### src/rtl/tanimoto_pkg.sv
// Shared sizing and FSM state type for the Tanimoto accelerator threshold path.
// The threshold table holds VECTOR_WIDTH+1 entries, one per possible popcount.
package tanimoto_pkg;

  localparam int VECTOR_WIDTH = 920;
  localparam int CNT_WIDTH    = $clog2(VECTOR_WIDTH);

  typedef enum logic [1:0] {
    IDLE,
    DRAIN,
    LOAD,
    RUN
  } cfg_state_e;

endpackage

### src/rtl/axis_handshake_gate.sv
// Combinational AXI4-Stream valid/ready gate; a single enable opens both directions.
module axis_handshake_gate (
  input  logic en,
  input  logic s_tvalid,
  output logic s_tready,
  output logic m_tvalid,
  input  logic m_tready
);

  assign m_tvalid = s_tvalid & en;
  assign s_tready = m_tready & en;

endmodule

### src/rtl/threshold_cfg_ctrl.sv
// Loads the popcount threshold table from an AXI4-Stream into BRAM port A and
// gates the vector stream so vectors only flow while the table is valid.
module threshold_cfg_ctrl #(
  parameter int VECTOR_WIDTH = tanimoto_pkg::VECTOR_WIDTH,
  parameter int CNT_WIDTH    = $clog2(VECTOR_WIDTH)
) (
  input  logic                 clk,
  input  logic                 rst,
  input  logic                 start,
  input  logic                 acc_idle,
  input  logic [CNT_WIDTH:0]   s_cfg_tdata,
  input  logic                 s_cfg_tvalid,
  input  logic                 s_cfg_tlast,
  output logic                 s_cfg_tready,
  output logic [CNT_WIDTH-1:0] bram_addr,
  output logic [CNT_WIDTH:0]   bram_wrdata,
  output logic                 bram_en,
  output logic                 bram_we,
  input  logic                 s_vec_tvalid,
  output logic                 s_vec_tready,
  output logic                 m_vec_tvalid,
  input  logic                 m_vec_tready,
  output logic                 cfg_done,
  output logic                 cfg_err
);

  import tanimoto_pkg::*;

  localparam logic [CNT_WIDTH-1:0] LAST_BEAT = CNT_WIDTH'(VECTOR_WIDTH);

  cfg_state_e           state;
  cfg_state_e           state_nxt;
  logic [CNT_WIDTH-1:0] cnt;
  logic                 beat_acc;
  logic                 last_beat;
  logic                 bad_beat;
  logic                 good_end;
  logic                 run_en;
  logic                 start_acc;

  assign s_cfg_tready = (state == LOAD);
  assign beat_acc     = s_cfg_tvalid & s_cfg_tready;
  assign last_beat    = (cnt == LAST_BEAT);
  // tlast must coincide exactly with the final popcount entry
  assign bad_beat     = beat_acc & (s_cfg_tlast ^ last_beat);
  assign good_end     = beat_acc & s_cfg_tlast & last_beat;
  assign run_en       = (state == RUN);
  assign start_acc    = start & ((state == IDLE) | (state == RUN));
  assign cfg_done     = run_en;

  always_comb begin
    state_nxt = state;
    case (state)
      IDLE:    if (start) state_nxt = LOAD;
      RUN:     if (start) state_nxt = DRAIN;
      DRAIN:   if (acc_idle) state_nxt = LOAD;
      LOAD: begin
        if (good_end)      state_nxt = RUN;
        else if (bad_beat) state_nxt = IDLE;
      end
      default: state_nxt = IDLE;
    endcase
  end

  always_ff @(posedge clk) begin
    if (rst) begin
      state       <= IDLE;
      cnt         <= '0;
      cfg_err     <= 1'b0;
      bram_en     <= 1'b0;
      bram_we     <= 1'b0;
      bram_addr   <= '0;
      bram_wrdata <= '0;
    end else begin
      state   <= state_nxt;
      bram_en <= beat_acc;
      bram_we <= beat_acc;
      if (beat_acc) begin
        bram_addr   <= cnt;
        bram_wrdata <= s_cfg_tdata;
      end
      if ((state != LOAD) && (state_nxt == LOAD))
        cnt <= '0;
      else if (beat_acc)
        cnt <= cnt + CNT_WIDTH'(1);
      if (bad_beat)
        cfg_err <= 1'b1;
      else if (start_acc)
        cfg_err <= 1'b0;
    end
  end

  // Vector beats flow only while the table is valid; a beat in the start cycle still completes
  axis_handshake_gate u_vec_gate (
    .en       (run_en),
    .s_tvalid (s_vec_tvalid),
    .s_tready (s_vec_tready),
    .m_tvalid (m_vec_tvalid),
    .m_tready (m_vec_tready)
  );

endmodule

### config.mk
export PLATFORM = sky130hd
export DESIGN_NAME = threshold_cfg_ctrl
export DESIGN_NICKNAME = d
export VERILOG_FILES = /design/src/rtl/tanimoto_pkg.sv /design/src/rtl/axis_handshake_gate.sv /design/src/rtl/threshold_cfg_ctrl.sv
export SDC_FILE = /design/constraint.sdc
export NUM_CORES = 1
export LEC_CHECK = 0
export CORE_MARGIN = 2
export CORE_UTILIZATION = 41
export CTS_CLUSTER_DIAMETER = 50
export DETAILED_ROUTE_END_ITERATION = 12
export PLACE_DENSITY = 0.74
export SYNTH_ARGS = -nofsm -noshare
export SYNTH_HDL_FRONTEND = slang
export SYNTH_SLANG_ARGS = --single-unit
export TNS_END_PERCENT = 10
### constraint.sdc
create_clock -name clk -period 1.9 [get_ports clk]
set_input_delay 0.57 -clock clk [delete_from_list [all_inputs] [get_ports clk]]
set_output_delay 0.57 -clock clk [all_outputs]
set_load 0.03 [all_outputs]
==> results of run 1 <==
==> cells by family (layout without fill, tap and decap cells) <==
| group | after synthesis | after routing | synth area share [%] |
|---|---|---|---|
| AND/OR/NAND/NOR | 84 | 84 | 25.3 |
| AO/OA/AOI/OAI | 36 | 36 | 15.2 |
| flip-flops | 35 | 35 | 45.9 |
| buffers and inverters | 16 | 92 | 4.18 |
| XOR/XNOR | 8 | 8 | 4.59 |
| adder cells (fa/ha/maj) | 6 | 6 | 4.91 |
==> cell usage in the layout, fill, tap and decap left out, types with 3 or more instances in the layout <==
cell type        count
a21oi_1             23
clkdlybuf4s50_1     36
xor2_1               6
inv_1                6
dfxtp_1             33
dlymetal6s2s_1       6
buf_4               34
nor2_1              14
ha_1                 3
and2_1               3
nand2_1             51
clkbuf_8             5
ha_2                 3
==> report_power, final <==
part / switching (W) / total [W] / internal [W]
Clock: 0.000257 / 0.000513 / 0.000256
Sequential: 0.0000251 / 0.000806 / 0.000781
Combinational: 0.000403 / 0.000775 / 0.000372
==> worst max-delay path by stage <==
| stage | start | endpoint | slack [ns] | cells past startpoint |
|---|---|---|---|---|
| after floorplan | state[0] | cnt[0] | 0.01 | 7 |
| after global placement | start | cnt[1] | -0.30 | 7 |
| after detailed placement | start | cnt[1] | -0.32 | 7 |
| after CTS | bram_addr[9] | bram_addr[9] | 0.008 | 1 |
| after global routing | cnt[5] | cnt[3] | -0.03 | 7 |
| final | bram_addr[0] | bram_addr[0] | 0.03 | 1 |
==> area by class of cell <==
cell class	count	area, µm²	share of cell area, %
clock buffers	6	72.6	3.03
clock inverters	2	12.5	0.523
well taps	48	60.1	2.51
repair buffers	77	711	29.7
flip-flops and latches	35	703	29.4
multi-input cells	134	808	33.8
inverters	7	26.3	1.10
==> through the flow <==
stage | area [µm²] | power (W) | utilization (%)
global route | 2390 | 0.00223 | 65.9
floorplan | 1530 | 0.00123 | -
CTS | 2340 | 0.00210 | 64.5
global placement | 2250 | 0.00157 | 61.9
detailed placement | 2250 | 0.00157 | 61.9
finish | 2390 | 0.00209 | 65.9
==> metal layers <==
layer | vias to the layer above | GRT usage, % | part of all wire [%]
met1 | 664 | 22.7 | 47
met3 | 2 | 3.65 | 3.4
li1 | 766 | - | -
met2 | 24 | 32.2 | 49
met4 | 0 | 4.69 | 0.84
met5 | - | 0 | 0
==> what timing repair did <==
| item | in CTS | in global routing |
|---|---|---|
| gates resized for setup | 1 | 15 |
| pin swaps | 0 | 3 |
| endpoints found under the setup margin | 1 | 17 |
| gates cloned | 0 | 0 |
==> sequential cells by signal (all words and copies together) (netlist names) <==
name         flops
bram_addr       10
bram_we          1
bram_wrdata     11
cfg_err          1
cnt             10
state            2
==> impl_metrics.csv, run 1 <==
group,metric,value,unit
outcome,status,"finished, final reports clean",
yosys,syn-instance-count,185,
die,die_y,65.0,µm
yosys,synth_edf_count,0,
timing,holdWs,0.453,ns
timing,slew_headroom,77.1,%
yosys,ys_top_cells_by_area,"dfxtp_1 46%, nand2_1 13%, a21oi_1 7.5%",
yosys,yosys_most_used_dff,"dfxtp_1",
yosys,synth_seq_area_share,45.9,%
die,die_w,65.0,µm
layout,layout-drive-gt1-share,23.0,%
setup_path,critPathMaxFanout,2,
setup_path,worst_setup_path_start_kind,"flop",
setup_path,cp_slowest_cell,"clkdlybuf4s50_1",
die,design.core.area,3630,µm²
setup_path,r2r_cells,7,
timing,setup_violations,0,
setup_path,end_kind,"primary output",
yosys,ys_types,31,
setup_path,critPathBufInv,1,
clock_network,numCtsBuffers,5,
clock_network,cts_tree,"done",
drt,vias_per_cell,4.71,
timing,worst_pin_slew,0.335,ns
setup_path,rrSetupSlack,0.10,ns
setup_path,r2r_end,"cnt[6]",
yosys,synth_area,1530,µm²
die,ioPinCount,47,
layout,fillers,332,
timing,fin_skew,0.00610,ns
setup_path,critical_path_class,"flop to primary output",
pwr,vdd_ir_drop_max,587,µV
pwr,p_per_area,875,nW/µm²
placement,place_hpwl,2.58,mm
setup_path,critical-path-max-stage-delay,0.67,ns
yosys,syn_nets,210,
placement,placed_cells,301,
placement,portBuffers,46,
clock_network,post_cts_buffers,0,
drt,routedWlPerCell,11.2,µm
global_routing,grt_overflow,0,
layout,syn_to_final_growth,56.7,%
timing,grt_setup_unrepaired,"yes",
yosys,ys_ff_latch,35,
global_routing,antenna_found_initial,0,
layout,diodes,0,
yosys,async_flop_share,0,%
timing,slew_viol_final,0,
placement,pre_cts_slack,-0.321,ns
clock_network,clkLatencyLatePin,0.28,ns
timing,hold_viol,0,
clock_network,ctsRootBufferMaster,"clkbuf_8",
yosys,yosysWarnings,0,
layout,stdcell_count,309,
yosys,synth_top_cell_area_share,45.9,%
drt,drc,0,
job,max_cap_violations,0,
drt,drt_iter0_drc,39,
min_path,hold_class,"flop to flop",
timing,fin_setup_tns,0,ns
die,initial_core_util,42.0,%
die,rows,22,
yosys,postSynthAreaPerCell,8.26,µm²
pwr,p_leak,0.967,nW
timing,fin_crit_sh,98.2,%
timing,fmax,536,MHz
setup_path,r2r_start,"cnt[5]",
min_path,hold_start,"bram_wrdata[6]",
global_routing,grt_use_total,18.3,%
global_routing,grt_pass1_vias,1424,
placement,gp_congestion,0.838,
drt,totalWireLength,3.46,mm
drt,antenna_left,0,
global_routing,grt_pass1_wl,6.09,mm
die,die_area,4230,µm²
min_path,hold-path-endpoint,"bram_wrdata[6]",
setup_path,critPathArrivalTime,1.30,ns
min_path,holdPathStages,2,
yosys,yosysMostFrequentCell,"nand2_1",
clock_network,cts-hold-fix-buffers,0,
clock_network,htree_levels,2,
yosys,yosysTopAreaCell,"dfxtp_1",
clock_network,clk_pin_slew_worst_paths,0.07,ns
drt,drtPass1Iterations,4,
yosys,yosys-top-cells-count,"52 x nand2_1, 35 x dfxtp_1, 23 x a21oi_1, 15 x nor2_1, 8 x clkbuf_1",
global_routing,grt_max_degree,26,
setup_path,cp_top_family,"buffers and inverters",
timing,final.setup.worst_slack,0.0333,ns
drt,vias,1456,
setup_path,crit_chain,"clkdlybuf4s50_1",
layout,nets,285,
setup_path,required,1.33,ns
clock_network,clk_path_buf_depth,2,
clock_network,clock-sinks,35,
timing,min_period,1.87,ns
No activity file was read; power rests on OpenSTA's default activity.
==> run 2, diff against run 1 <==
--- a/config.mk
+++ b/config.mk
@@ -9,7 +9,7 @@
 export CORE_UTILIZATION = 41
 export CTS_CLUSTER_DIAMETER = 50
 export DETAILED_ROUTE_END_ITERATION = 12
-export PLACE_DENSITY = 0.74
+export PLACE_DENSITY = 0.8
 export SYNTH_ARGS = -nofsm -noshare
 export SYNTH_HDL_FRONTEND = slang
 export SYNTH_SLANG_ARGS = --single-unit
==> impl_metrics.csv, run 2 (synthesis results as in run 1) <==
group,metric,value,unit
pwr,power.share.combinational,38.4,%
layout,final_common_cell,"nand2_1",
drt,vias_per_cell,4.86,
global_routing,grt_use_total,18.0,%
die,initial_core_util,42.0,%
clock_network,clock-sinks,35,
global_routing,antenna_found_initial,0,
setup_path,r2r_end,"cnt[9]",
timing,fmax,523,MHz
timing,fin_setup_tns,-0.0105,ns
setup_path,end_kind,"primary output",
timing,fin_crit_sh,101,%
pwr,p_leak,0.960,nW
layout,top_regs,"bram_wrdata x11, bram_addr x10, cnt x10",
timing,final.setup.worst_slack,-0.0105,ns
timing,fin_skew,0.00551,ns
pwr,seq_power_share,37.1,%
outcome,violations,"setup timing",
die,rows,22,
global_routing,grt_max_degree,26,
pwr,p_sw_share,33.4,%
setup_path,r2r_start,"state[1]",
drt,drtPass1Iterations,4,
clock_network,clk_pin_slew_worst_paths,0.06,ns
die,design.core.area,3630,µm²
pwr,p_per_area,900,nW/µm²
setup_path,critPathMaxFanout,1,
clock_network,clkLatencyLatePin,0.29,ns
die,ioPinCount,47,
layout,final_cell_mix,"50 x nand2_1, 37 x clkdlybuf4s50_1, 34 x buf_4, 33 x dfxtp_1, 22 x a21oi_1",
timing,hold_viol,0,
global_routing,grt_overflow,0,
drt,vias,1498,
global_routing,grt_pass1_wl,5.88,mm
pwr,clockPowerShare,24.5,%
layout,nets,285,
global_routing,grt_pass1_vias,1384,
layout,largest_reg_flops,11,
layout,diodes,0,
layout,largest-register,"bram_wrdata",
clock_network,cts_tree,"done",
setup_path,critPathArrivalTime,1.34,ns
timing,min_period,1.91,ns
setup_path,critical_path_class,"input port to primary output",
setup_path,r2r_cells,8,
clock_network,cts-hold-fix-buffers,0,
drt,drc,0,
drt,totalWireLength,3.83,mm
timing,setup_violations,1,
layout,syn_to_final_growth,57.2,%
clock_network,htree_levels,2,
placement,place_hpwl,2.65,mm
clock_network,ctsRootBufferMaster,"clkbuf_8",
pwr,power.switching,0.000722,W
pwr,internal_power,0.00144,W
placement,portBuffers,46,
drt,drt_iter0_drc,103,
clock_network,numCtsBuffers,5,
die,die_y,65.0,µm
setup_path,worst_setup_path_start_kind,"input port",
layout,layout-drive-gt1-share,24.2,%
timing,slew_headroom,72.0,%
drt,antenna_left,0,
timing,grt_setup_unrepaired,"yes",
timing,slew_viol_final,0,
outcome,status,"finished, violations left",
setup_path,required,1.33,ns
pwr,p_total,0.00216,W
pwr,vdd_ir_drop_max,530,µV
die,die_w,65.0,µm
die,die_area,4230,µm²
clock_network,clk_path_buf_depth,2,
timing,worst_pin_slew,0.409,ns
job,max_cap_violations,0,
setup_path,crit_path_end,"s_vec_tready",
drt,routedWlPerCell,12.4,µm
setup_path,crit_start,"m_vec_tready",
setup_path,rrSetupSlack,0.10,ns
min_path,hold_class,"flop to flop",
placement,gp_congestion,0.883,
[run 2: stage by stage]
step                instance area (µm²)  cells  util [%]  setup WS [ns]  hold slack, ns
floorplan                          1530    185         -         0.0148           0.457
global placement                   2230    300      61.4         -0.294           0.441
detailed placement                 2230    300      61.4         -0.380           0.446
CTS                                2330    307      64.1         0.0133           0.455
global route                       2400    308      66.1        -0.0259           0.470
finish                             2400    308      66.1        -0.0105           0.452
[run 2: cell type report]
class                   instances  area (µm²)
repair buffers                 77         699
well taps                      48        60.1
fillers                       320        1230
clock buffers                   6        82.6
flip-flops and latches         35         703
multi-input cells             134         826
clock inverters                 1        5.00
inverters                       7        26.3
[run 2: routing by layer]
metal / global-route usage (%) / up-vias / share of wire (%)
li1: - / 767 / -
met1: 21.6 / 682 / 45
met2: 29.1 / 42 / 47
met3: 6.25 / 7 / 6.1
met4: 8.07 / 0 / 1.4
met5: 0 / - / 0
[run 2: worst max-delay path, cell delays in order]
cell and delay, ns:
clkdlybuf4s50_1 0.47, and2_1 0.14, buf_4 0.16
[run 2: timing repair]
item / CTS / global route
endpoints found under the setup margin: 2 / 14
pin swaps: 1 / 6
gates resized for setup: 2 / 22
buffers inserted: 0 / 1
cloned: 0 / 1
[run 2: how the worst min path moves through the flow]
stage,start,cells past startpoint,slack [ns],end
2_1_floorplan,cnt[9],2,0.46,bram_addr[9]
3_3_place_gp,bram_addr[8],2,0.44,bram_addr[8]
3_5_place_dp,bram_wrdata[3],2,0.45,bram_wrdata[3]
4_1_cts,bram_wrdata[3],2,0.46,bram_wrdata[3]
5_1_grt,bram_wrdata[1],2,0.47,bram_wrdata[1]
6_report,bram_wrdata[3],2,0.45,bram_wrdata[3]
[run 2: power groups by stage]
stage,registers [W],logic [W],clock network (W)
6_report,0.000803,0.000830,0.000529
5_1_grt,0.000807,0.000896,0.000569
4_1_cts,0.000801,0.000754,0.000547
3_5_place_dp,0.000817,0.000732,0
3_3_place_gp,0.000816,0.000720,0
2_1_floorplan,0.000879,0.000353,0
